## src/rtl/mersenne_pkg.sv

```systemverilog
// Shared types and constants for the Mersenne datapath blocks
// (serial multiplier and divisibility checker).
package mersenne_pkg;

    localparam int NUMBER_LENGTH = 9;

    typedef enum logic [1:0] {
        S_IDLE  = 2'd0,
        S_CHECK = 2'd1,
        S_ADD   = 2'd2,
        S_DONE  = 2'd3
    } state_t;

endpackage

```

## src/rtl/serial_multiplier_if.sv

```systemverilog
// Start/busy/done handshake and operand/result bus of the serial multiplier.
interface serial_multiplier_if
    import mersenne_pkg::*;
#(
    parameter int N = NUMBER_LENGTH
);

    logic           start;
    logic [N-1:0]   a;
    logic [N-1:0]   b;
    logic           busy;
    logic           done;
    logic [2*N-1:0] product;

    modport master (
        output start, a, b,
        input  busy, done, product
    );

    modport slave (
        input  start, a, b,
        output busy, done, product
    );

endinterface

```

## src/rtl/serial_multiplier_bit_serial_adder.sv

```systemverilog
// One-bit full adder with a registered carry; sum is combinational from x, y and carry.
module bit_serial_adder (
    input  logic clk,
    input  logic rst_n,
    input  logic clr,
    input  logic en,
    input  logic x,
    input  logic y,
    output logic sum
);

    logic carry;

    assign sum = x ^ y ^ carry;

    always_ff @(posedge clk) begin
        if (!rst_n) begin
            carry <= 1'b0;
        end else if (clr) begin
            carry <= 1'b0;
        end else if (en) begin
            carry <= (x & y) | (x & carry) | (y & carry);
        end
    end

endmodule

```

## src/rtl/serial_multiplier.sv

```systemverilog
// Bit-serial shift-and-add multiplier: one product bit per cycle for every set
// multiplier bit, driven through a start/busy/done handshake.
module serial_multiplier
    import mersenne_pkg::*;
#(
    parameter int N = NUMBER_LENGTH
)
(
    input  logic               clk,
    input  logic               rst_n,
    serial_multiplier_if.slave bus
);

    localparam int MW = $clog2(N);
    localparam int BW = $clog2(2 * N);
    localparam logic [MW-1:0] MBIT_LAST = MW'(N - 1);
    localparam logic [BW-1:0] BIDX_LAST = BW'(2 * N - 1);

    state_t         state;
    state_t         state_next;
    logic [N-1:0]   a_r;
    logic [N-1:0]   b_r;
    logic [2*N-1:0] acc;
    logic [2*N-1:0] acc_next;
    logic [2*N-1:0] product_r;
    logic [MW-1:0]  mbit;
    logic [BW-1:0]  bidx;
    logic [BW-1:0]  a_off;
    logic           sa;
    logic           sb;
    logic           sum;
    logic           accept;
    logic           add_clr;
    logic           add_en;
    logic           mbit_inc;

    bit_serial_adder u_adder (
        .clk   (clk),
        .rst_n (rst_n),
        .clr   (add_clr),
        .en    (add_en),
        .x     (sa),
        .y     (sb),
        .sum   (sum)
    );

    always_ff @(posedge clk) begin
        if (!rst_n) begin
            state <= S_IDLE;
        end else begin
            state <= state_next;
        end
    end

    always_comb begin
        state_next = state;
        accept     = 1'b0;
        add_clr    = 1'b0;
        add_en     = 1'b0;
        mbit_inc   = 1'b0;
        case (state)
            S_IDLE: begin
                if (bus.start) begin
                    accept     = 1'b1;
                    state_next = S_CHECK;
                end
            end
            S_CHECK: begin
                if (b_r[mbit]) begin
                    add_clr    = 1'b1;
                    state_next = S_ADD;
                end else if (mbit == MBIT_LAST) begin
                    state_next = S_DONE;
                end else begin
                    mbit_inc = 1'b1;
                end
            end
            S_ADD: begin
                add_en = 1'b1;
                if (bidx == BIDX_LAST) begin
                    if (mbit == MBIT_LAST) begin
                        state_next = S_DONE;
                    end else begin
                        mbit_inc   = 1'b1;
                        state_next = S_CHECK;
                    end
                end
            end
            S_DONE: begin
                state_next = S_IDLE;
            end
            default: begin
                state_next = S_IDLE;
            end
        endcase
    end

    // Multiplicand bit aligned to the current product bit: a_r shifted left by mbit.
    always_comb begin
        a_off = bidx - BW'(mbit);
        sb    = 1'b0;
        if (bidx >= BW'(mbit)) begin
            for (int unsigned i = 0; i < N; i++) begin
                if (a_off == BW'(i)) begin
                    sb = a_r[i];
                end
            end
        end
        sa       = acc[bidx];
        acc_next = acc;
        if (add_en) begin
            acc_next[bidx] = sum;
        end
    end

    // Product is taken from acc_next so the final sum bit lands in the same edge.
    always_ff @(posedge clk) begin
        if (!rst_n) begin
            a_r       <= '0;
            b_r       <= '0;
            acc       <= '0;
            mbit      <= '0;
            bidx      <= '0;
            product_r <= '0;
        end else begin
            if (accept) begin
                a_r  <= bus.a;
                b_r  <= bus.b;
                acc  <= '0;
                mbit <= '0;
            end else begin
                acc <= acc_next;
                if (mbit_inc) begin
                    mbit <= mbit + MW'(1);
                end
            end
            if (add_clr) begin
                bidx <= '0;
            end else if (add_en && bidx != BIDX_LAST) begin
                bidx <= bidx + BW'(1);
            end
            if (state_next == S_DONE) begin
                product_r <= acc_next;
            end
        end
    end

    assign bus.busy    = (state != S_IDLE);
    assign bus.done    = (state == S_DONE);
    assign bus.product = product_r;

endmodule

```

## src/flat_wrapper.sv

```systemverilog
// flat-port wrapper written by rule: the top's interface ports become plain ports
module serial_multiplier_flat import mersenne_pkg::*;
#(
    parameter int N = NUMBER_LENGTH
)
  (clk, rst_n, bus_start, bus_a, bus_b, bus_busy, bus_done, bus_product);
  serial_multiplier_if #(.N(N)) bus_i ();
  input  logic clk;
  input  logic rst_n;
  input wire logic [$bits(bus_i.start)-1:0] bus_start;
  input wire logic [$bits(bus_i.a)-1:0] bus_a;
  input wire logic [$bits(bus_i.b)-1:0] bus_b;
  output wire logic [$bits(bus_i.busy)-1:0] bus_busy;
  output wire logic [$bits(bus_i.done)-1:0] bus_done;
  output wire logic [$bits(bus_i.product)-1:0] bus_product;
  assign bus_i.start = bus_start;
  assign bus_i.a = bus_a;
  assign bus_i.b = bus_b;
  assign bus_busy = bus_i.busy;
  assign bus_done = bus_i.done;
  assign bus_product = bus_i.product;
  serial_multiplier #(.N(N)) u_core (.clk(clk), .rst_n(rst_n), .bus(bus_i));
endmodule
```

## config.mk

```make
export PLATFORM = sky130hd
export DESIGN_NAME = serial_multiplier_flat
export DESIGN_NICKNAME = d
export VERILOG_FILES = /design/src/rtl/mersenne_pkg.sv /design/src/rtl/serial_multiplier_if.sv /design/src/rtl/serial_multiplier_bit_serial_adder.sv /design/src/rtl/serial_multiplier.sv /design/src/flat_wrapper.sv
export SDC_FILE = /design/constraint.sdc
export NUM_CORES = 1
export LEC_CHECK = 0
export BUFFER_PORTS_ARGS = -buffer_cell sky130_fd_sc_hd__buf_2
export CORE_MARGIN = 2
export CORE_UTILIZATION = 35
export DETAILED_ROUTE_END_ITERATION = 16
export PLACE_DENSITY = 0.62
export RECOVER_POWER = 100
export SYNTH_ARGS = -nofsm -noshare
export SYNTH_HDL_FRONTEND = slang
export SYNTH_HIERARCHICAL = 1
export SYNTH_SLANG_ARGS = --single-unit
```

## constraint.sdc

```tcl
create_clock -name clk -period 6.94 [get_ports clk]
set_input_delay 0.347 -clock clk [delete_from_list [all_inputs] [get_ports clk]]
set_output_delay 0.347 -clock clk [all_outputs]
set_load 0.05 [all_outputs]
```

* Yosys cells after proc, flatten, opt, wreduce, memory -nomap -nowiden
Cells that the tools add are included.
** Cells by class
- Add/sub/neg operators :: 3
- Order comparisons :: 4
- Equal/unequal tests :: 15
- Multiplexer cells :: 33
- Bitwise operators :: 8
- Reductions and logical operators :: 7
** Operators by type and width (number)
- 2-to-1 mux 1 bit :: 21
- == test 5 x 3 -> 1 bit, second input constant :: 4
- bitwise mux 18 bit :: 1
- 2-to-1 mux 18 bit :: 1
- == test 5 x 2 -> 1 bit, second input constant :: 2
- 2-to-1 mux 2 bit :: 5
- case mux 2 bit (4 select lines) :: 1
- == test 2 bit, second input constant :: 3
- less-than comparator 5 x 6 -> 1 bit, second input constant :: 1
- adder 5 x 1 -> 5 bit, second input constant :: 1
- binary-select mux 1 bit (select 5 bit) :: 1
- demux 1 bit (select 5 bit) :: 1
- == test 5 x 1 -> 1 bit, second input constant :: 1
- == test 5 x 4 -> 1 bit, second input constant :: 1
- == test 5 bit, second input constant :: 1
- >= comparator 5 x 1 -> 1 bit, second input constant :: 1
- >= comparator 5 x 4 -> 1 bit :: 1
- logical NOT 5 bit :: 1
- less-than comparator 4 x 5 -> 1 bit, second input constant :: 1
- inequality test 5 bit, second input constant :: 1
- subtractor 5 x 4 -> 5 bit :: 1
- adder 4 x 1 -> 4 bit, second input constant :: 1
- binary-select mux 1 bit (select 4 bit) :: 1
- == test 4 bit, second input constant :: 1
- 10 further kinds :: 16
** Storage, ports and cells
- Flip-flop bits (word level) :: 66
- Input bits :: 21
- Output and inout bits :: 20
- Logic and storage cells :: 78

* Logic depth before layout (Yosys ltp)
Gate-level depths: netlist of run 1.
- Word-level depth :: 16
- Depth in mapped cells :: 15
- Depth with buffers taken out :: 12

* Cells and area by module
Netlist of run 1, hierarchy kept.
** Modules (own cells, without submodules)
- serial_multiplier :: times used 1, cells an instance 377, area each 3392.0 µm², seq. area each 1301.2 µm²
- bit_serial_adder :: times used 1, cells an instance 4, area each 62.6 µm², seq. area each 20.0 µm²

* Least setup slack after synthesis of run 1
Ideal clock, no wire load.
- Kind :: register -> register
- Start point :: register u_core.bidx[0]
- End point :: register u_core.product_r[14] (netlist: u_core/bus.product[14])
- Library setup time :: 72 ps
- Arrival time :: 3882 ps
- Required time :: 6868 ps
- Path slack :: 2986 ps
- Stages on the path, launching flop included :: 15
- Buffers on the path :: 3
- Clock period less this slack :: 3954 ps
- Cell sequence :: dfxtp_1 > clkbuf_1 > inv_1 > ha_1 > fa_1 > xnor2_1 > mux4_2 > mux2i_1 > a211oi_1 > fa_1 > clkbuf_1 > buf_1 > mux2i_1 > nand2b_1 > mux2i_1
** Between the ends
- Longest elaborated chain between the ends :: 16
- Elaborated cells between the ends (all ways) :: 36
- Those cells by class :: add/sub (1); order compare (3); eq/ne (10); mux (18); bitwise (2); reduce/logical (2)
** RTL lines
- start, declared :: line serial_multiplier.sv:27 : logic [BW-1:0] bidx;
- start signal, assigned :: line serial_multiplier.sv:140 : bidx <= bidx + BW'(1);
- subtractor 5 x 4 -> 5 bit :: line serial_multiplier.sv:100 : a_off = bidx - BW'(mbit);
- logical NOT 5 bit :: line serial_multiplier.sv:104 : if (a_off == BW'(i)) begin
- 2-to-1 mux 1 bit (9 in a row) :: line serial_multiplier.sv:104
- 2-to-1 mux 1 bit * :: line serial_multiplier.sv:102 : if (bidx >= BW'(mbit)) begin
- net u_core.sb :: line serial_multiplier.sv:30 : logic sb;
- XOR 1 bit * (2 in a row) :: line serial_multiplier_bit_serial_adder.sv:14 : assign sum = x ^ y ^ carry;
- net u_core.sum :: line serial_multiplier.sv:31 : logic sum;
- bitwise mux 18 bit * :: line serial_multiplier.sv:112 : acc_next[bidx] = sum;
- 2-to-1 mux 18 bit * :: line serial_multiplier.sv:111 : if (add_en) begin
- end signal, assigned :: line serial_multiplier.sv:143 : product_r <= acc_next;
- end, declared :: line serial_multiplier.sv:25 : logic [2*N-1:0] product_r;
Mark *: on every way through the listed nets, which the timed path passes. The rest lies on a longest branch. The select of a mux whose other input is x is not followed.
A chain may end at the register's enable or synchronous reset.

* Final worst setup path of run 1
- Start point :: register u_core.bidx[0]
- End point :: register u_core.product_r[0] (netlist: u_core/bus.product[0])
Same word-level chain as after synthesis.

==> results.yml, run 1 <==
run_status:
  status: "completed"
yosys:
  synth_edf_count: 0
  synthFlopType: "dfxtp_1"
  ys_warn_count: 6
  ys_seq_elements: 66
  synth_nets: 419
  yosysUniqueCellTypes: 48
  synthCells: 381
  synth.avg_cell_area_um2: 9.07
  async_flop_share_pct: 0
  ys_seq_area_share_pct: 38.2
  syn_area_um2: 3450
grt:
  grt_overflow: 0
  antenna_found_initial: 0
  grt_pass1_vias: 2594
  grt_pass1_wl_mm: 11.9
  grt_usage_pct: 14.3
  grt_max_degree: 60
route:
  routed_wl_mm: 6.89
  viasPerCell: 4.80
  wire_per_inst_um: 12.6
  vias: 2630
  drc_errors: 0
  drtAntennaViolNets: 0
  drt_pass1_iterations: 4
  drtIter0Drc: 126
cells_and_area:
  layout-drive-gt1-share_pct: 11.8
  fin_area_um2: 3880
  n_antenna_cell: 0
  area_growth_pct: 12.4
  nets: 448
  postLayoutCoreUtil_pct: 40.1
floorplan:
  io_pins: 41
  core.rowCount: 36
  start_util_pct: 35.7
  chipHeight_um: 103
  dieArea_um2: 10700
  core_um2: 9680
  die_w_um: 103
clock_tree:
  clk_transition_reported_paths_ps: 70
  clk_latency_ps: 360
  cts_tree: "built"
  cts_setup_buffers: 0
  clockRootBuffer: "clkbuf_8"
  hold_buffers: 0
  numClockSinks: 66
  clk_path_buf_depth: 2
  cts_buffers: 9
  htree_levels: 3
  cts_resized: 0
critical_path:
  cp.required_ps: 7220
  r2r-start: "u_core/bidx[0]$_SDFFE_PP0P_"
  critPathKind: "register to register"
  endpoint_kind: "register"
  critPathLaunchType: "register"
  cp_max_fo: 18
  critPathArrivalTime_ps: 4420
  crit_path_start: "u_core/bidx[0]$_SDFFE_PP0P_"
place:
  hpwl_mm: 4.82
  gp_congestion: 0.853
  dpl_worst_slack_ps: 2740
  dpl-instance-area_um2: 3710
  io_buffers: 40
sta:
  postLayoutSetupSlackWorst_ps: 2790
  fmax_mhz: 241
  post-route-min-period_ps: 4150
  fin_skew_ps: 7.78
  drv_slew: 0
  worstMarginPinSlew_ps: 1200
  setup_tns_ps: 0
  setup-violations-final: 0
  rsz0062_at_grt: "no"
  hold_viol: 0
  post-route-period-util_pct: 59.7
  relSlewSlack_pct: 19.7
min_path:
  hold_start: "bus_a[7]"
  min_path_type: "input port to register"
pwr:
  vdd_drop_max_mv: 0.179
  power.density_nw_per_um2: 293
  leakagePower_nw: 1.48
job:
  maxCapViolations: 0
-- state kept, by name, summed over array words and instances (netlist names) --
name and count:
u_core/a_r 9, u_core/acc 18, u_core/b_r 9, u_core/bidx 5, u_core/bus.product 18, u_core/mbit 4
u_core/state 2, u_core/u_adder/carry 1
-- per-stage QoR --
step	instances	power, mW	hold WS (ps)
after floorplan	381	0.742	440
after global routing	548	1.21	245
after CTS	548	1.16	219
final	548	1.14	238
after global placement	532	0.789	445
after detailed placement	532	0.795	449
-- synthesized netlist by cell type, types with 2 or more instances --
cell type | count | area share, %
mux2i_1 | 43 | 12
clkbuf_1 | 18 | 2.0
or3_1 | 2 | 0.36
xnor2_1 | 4 | 1.0
and2_1 | 3 | 0.54
ha_1 | 15 | 5.4
o21ai_0 | 4 | 0.58
a221oi_2 | 2 | 0.87
nor2_1 | 52 | 5.7
mux2_2 | 2 | 0.65
fa_1 | 2 | 1.2
dfxtp_1 | 66 | 38
buf_6 | 2 | 0.65
xor2_1 | 3 | 0.76
nor2b_1 | 4 | 0.72
mux4_2 | 7 | 4.6
a211oi_1 | 2 | 0.43
inv_1 | 11 | 1.2
a21boi_0 | 19 | 4.1
o21a_1 | 3 | 0.65
nand3_1 | 2 | 0.29
nand2b_1 | 22 | 4.0
nand2_1 | 64 | 7.0
a21oi_1 | 4 | 0.58
nand4_1 | 2 | 0.36
-- per-layer routing --
metal,share of wire [%],vias to the layer above,GRT usage [%]
met5,0,-,0
met4,2.6,0,7.89
met3,2.9,13,2.89
met2,46,32,23.1
met1,49,1248,17.9
li1,-,1337,-
-- layout by cell type (no fill, tap or decap), types with 3 or more instances in the layout --
cell type,synthesis,routed
a21oi_1,4,5
dfxtp_1,66,66
nor2b_1,4,4
a21boi_0,19,19
xnor2_1,4,4
nand2b_1,22,23
mux4_2,7,7
o21a_1,3,3
ha_1,15,15
clkbuf_8,0,10
buf_2,1,20
nand2_1,64,64
nor2_1,52,52
xor2_1,3,3
mux2i_1,43,43
clkbuf_1,18,21
inv_1,11,11
o21ai_0,4,4
-- critical path, stage by stage (launching register included) --
cell	delay [ps]
dfxtp_1	570
inv_1	180
ha_1	250
fa_1	410
xnor2_1	350
mux4_2	550
mux2i_1	150
a211oi_1	130
fa_1	920
mux2i_1	210
nand2b_1	200
mux2i_1	160
-- path summary, 6_finish.rpt --
check	slack, ps	depth (start not counted)	to
hold reg to reg	460	2	u_core/bus.product[8]$_SDFFE_PN0N_
hold / removal	240	3	u_core/a_r[7]$_SDFFE_PN0P_
setup / recovery	2790	11	u_core/bus.product[0]$_SDFFE_PN0N_
setup reg to reg	2790	11	u_core/bus.product[0]$_SDFFE_PN0N_
-- cells by family (layout without fill, tap and decap cells) --
family                   Yosys count  after routing  share of synthesized area, %
buffers and inverters             34             68                          4.49
multiplexers                      52             52                          17.7
flip-flops                        66             66                          38.2
XOR/XNOR                           7              7                          1.77
adder cells (fa/ha/maj)           17             17                          6.59
AND/OR/NAND/NOR                  160            160                          21.3
AO/OA/AOI/OAI                     45             45                          9.92
-- final cells by class --
class,instances,area (µm²)
Inverter,11,41.3
Clock buffer,11,141
Fill cell,1009,5800
Sequential cell,66,1320
Tap cell,133,166
Clock inverter,5,77.6
Timing Repair Buffer,41,183
Multi-Input combinational cell,281,1950
-- where the power goes --
group / total (mW) / leakage, nW / internal, mW / switching (mW)
logic: 0.338 / 0.832 / 0.133 / 0.205
clock network: 0.362 / 0.109 / 0.211 / 0.151
registers: 0.437 / 0.535 / 0.408 / 0.0283
total: 1.14 / 1.48 / 0.752 / 0.385
Power figures use the tool's default switching activity.
==> run 2, diff against run 1 <==
==> constraint.sdc (replaced) <==
create_clock -name clk -period 4.2 [get_ports clk]
set_input_delay 0.21 -clock clk [delete_from_list [all_inputs] [get_ports clk]]
set_output_delay 0.21 -clock clk [all_outputs]
set_load 0.05 [all_outputs]
==> results.yml, run 2 (same netlist as run 1, synthesis figures left out) <==
clock_tree:
  hold_buffers: 0
  clk_path_buf_depth: 2
  cts_tree: "built"
  clk_latency_ps: 340
  cts_setup_buffers: 0
  cts_buffers: 9
  htree_levels: 3
  clk_transition_reported_paths_ps: 70
  clockRootBuffer: "clkbuf_8"
  cts_resized: 0
  numClockSinks: 66
critical_path:
  critPathLaunchType: "register"
  crit_path_start: "u_core/mbit[0]$_SDFFE_PP0P_"
  r2r-start: "u_core/mbit[0]$_SDFFE_PP0P_"
  cp.required_ps: 4480
  cp_max_fo: 13
  critPathKind: "register to register"
  r2r_end: "u_core/bus.product[4]$_SDFFE_PN0N_"
  critPathArrivalTime_ps: 3990
  endpoint_kind: "register"
  reg2reg_slack_ps: 490
  reg2reg_depth: 11
route:
  viasPerCell: 4.71
  vias: 2601
  wire_per_inst_um: 12.7
  drtIter0Drc: 78
  drt_pass1_iterations: 5
  drc_errors: 0
  routed_wl_mm: 7.03
  drtAntennaViolNets: 0
floorplan:
  dieArea_um2: 10700
  io_pins: 41
  chipHeight_um: 103
  start_util_pct: 35.7
  core.rowCount: 36
  core_um2: 9680
  die_w_um: 103
sta:
  worstMarginPinSlew_ps: 899
  fmax_mhz: 269
  post-route-period-util_pct: 88.4
  fin_skew_ps: 7.37
  hold_viol: 0
  rsz0062_at_grt: "no"
  postLayoutSetupSlackWorst_ps: 489
  post-route-min-period_ps: 3710
  drv_slew: 0
  setup-violations-final: 0
  relSlewSlack_pct: 40.0
  setup_tns_ps: 0
cells_and_area:
  layout_commonest_cell: "dfxtp_1"
  area_growth_pct: 11.9
  postLayoutCoreUtil_pct: 39.9
  layout-drive-gt1-share_pct: 12.9
  nets: 452
  final_cell_mix: "dfxtp_1 (66), nand2_1 (64), nor2_1 (52)"
  fin_area_um2: 3870
  n_antenna_cell: 0
min_path:
  min_to: "u_core/b_r[4]$_SDFFE_PN0P_"
  holdPathStages: 3
  min_path_type: "input port to register"
  hold_start: "bus_b[4]"
grt:
  antenna_found_initial: 0
  grt_max_degree: 60
  grt_overflow: 0
  grt_pass1_wl_mm: 11.7
  grt_usage_pct: 14.1
  grt_pass1_vias: 2583
pwr:
  leakagePower_nw: 1.47
  power.density_nw_per_um2: 460
  vdd_drop_max_mv: 0.336
  power_mw: 1.78
place:
  dpl_worst_slack_ps: 529
  hpwl_mm: 4.92
  gp_congestion: 0.757
  io_buffers: 40
  dpl-instance-area_um2: 3740
job:
  maxCapViolations: 0
run_status:
  status: "completed"
run 2: worst max-delay path: stages (launching register included):
cell and delay [ps]:
dfxtp_1 420, ha_1 280, fa_1 410, xnor2_1 350, mux4_2 560, mux2i_1 160
a211oi_1 140, fa_1 690, buf_4 240, mux2i_1 110, nand2b_1 150, mux2i_1 140
run 2: stage by stage:
stage          hold slack (ps)  instances
5_1_grt                    111        552
6_report                   113        552
3_5_place_dp               453        536
2_1_floorplan              355        381
3_3_place_gp               442        536
4_1_cts                   97.7        552
run 2: worst max path at each step:
stage | endpoint | cells past startpoint
2_1_floorplan | u_core/bus.product[14]$_SDFFE_PN0N_ | 14
3_3_place_gp | u_core/bus.product[10]$_SDFFE_PN0N_ | 11
3_5_place_dp | u_core/bus.product[4]$_SDFFE_PN0N_ | 11
4_1_cts | u_core/bus.product[4]$_SDFFE_PN0N_ | 11
5_1_grt | u_core/bus.product[9]$_SDFFE_PN0N_ | 11
6_report | u_core/bus.product[4]$_SDFFE_PN0N_ | 11
run 2: power breakdown:
part	switching (mW)	internal, mW
clock network	0.250	0.227
logic	0.361	0.232
registers	0.0351	0.674
run 2: final cells by class:
cell class                      instances  area, µm²
Fill cell                             987       5820
Inverter                               11       41.3
Clock buffer                           11        141
Tap cell                              133        166
Sequential cell                        66       1320
Multi-Input combinational cell        281       1950
Clock inverter                          5       30.0
Timing Repair Buffer                   45        213
run 2: per-layer routing:
| metal | part of all wire, % | vias up | GRT usage (%) |
|---|---|---|---|
| met3 | 2.4 | 7 | 3.49 |
| met4 | 1.7 | 0 | 6.28 |
| met1 | 49 | 1226 | 17.4 |
| met2 | 47 | 28 | 23.3 |
| li1 | - | 1340 | - |
| met5 | 0 | - | 0 |
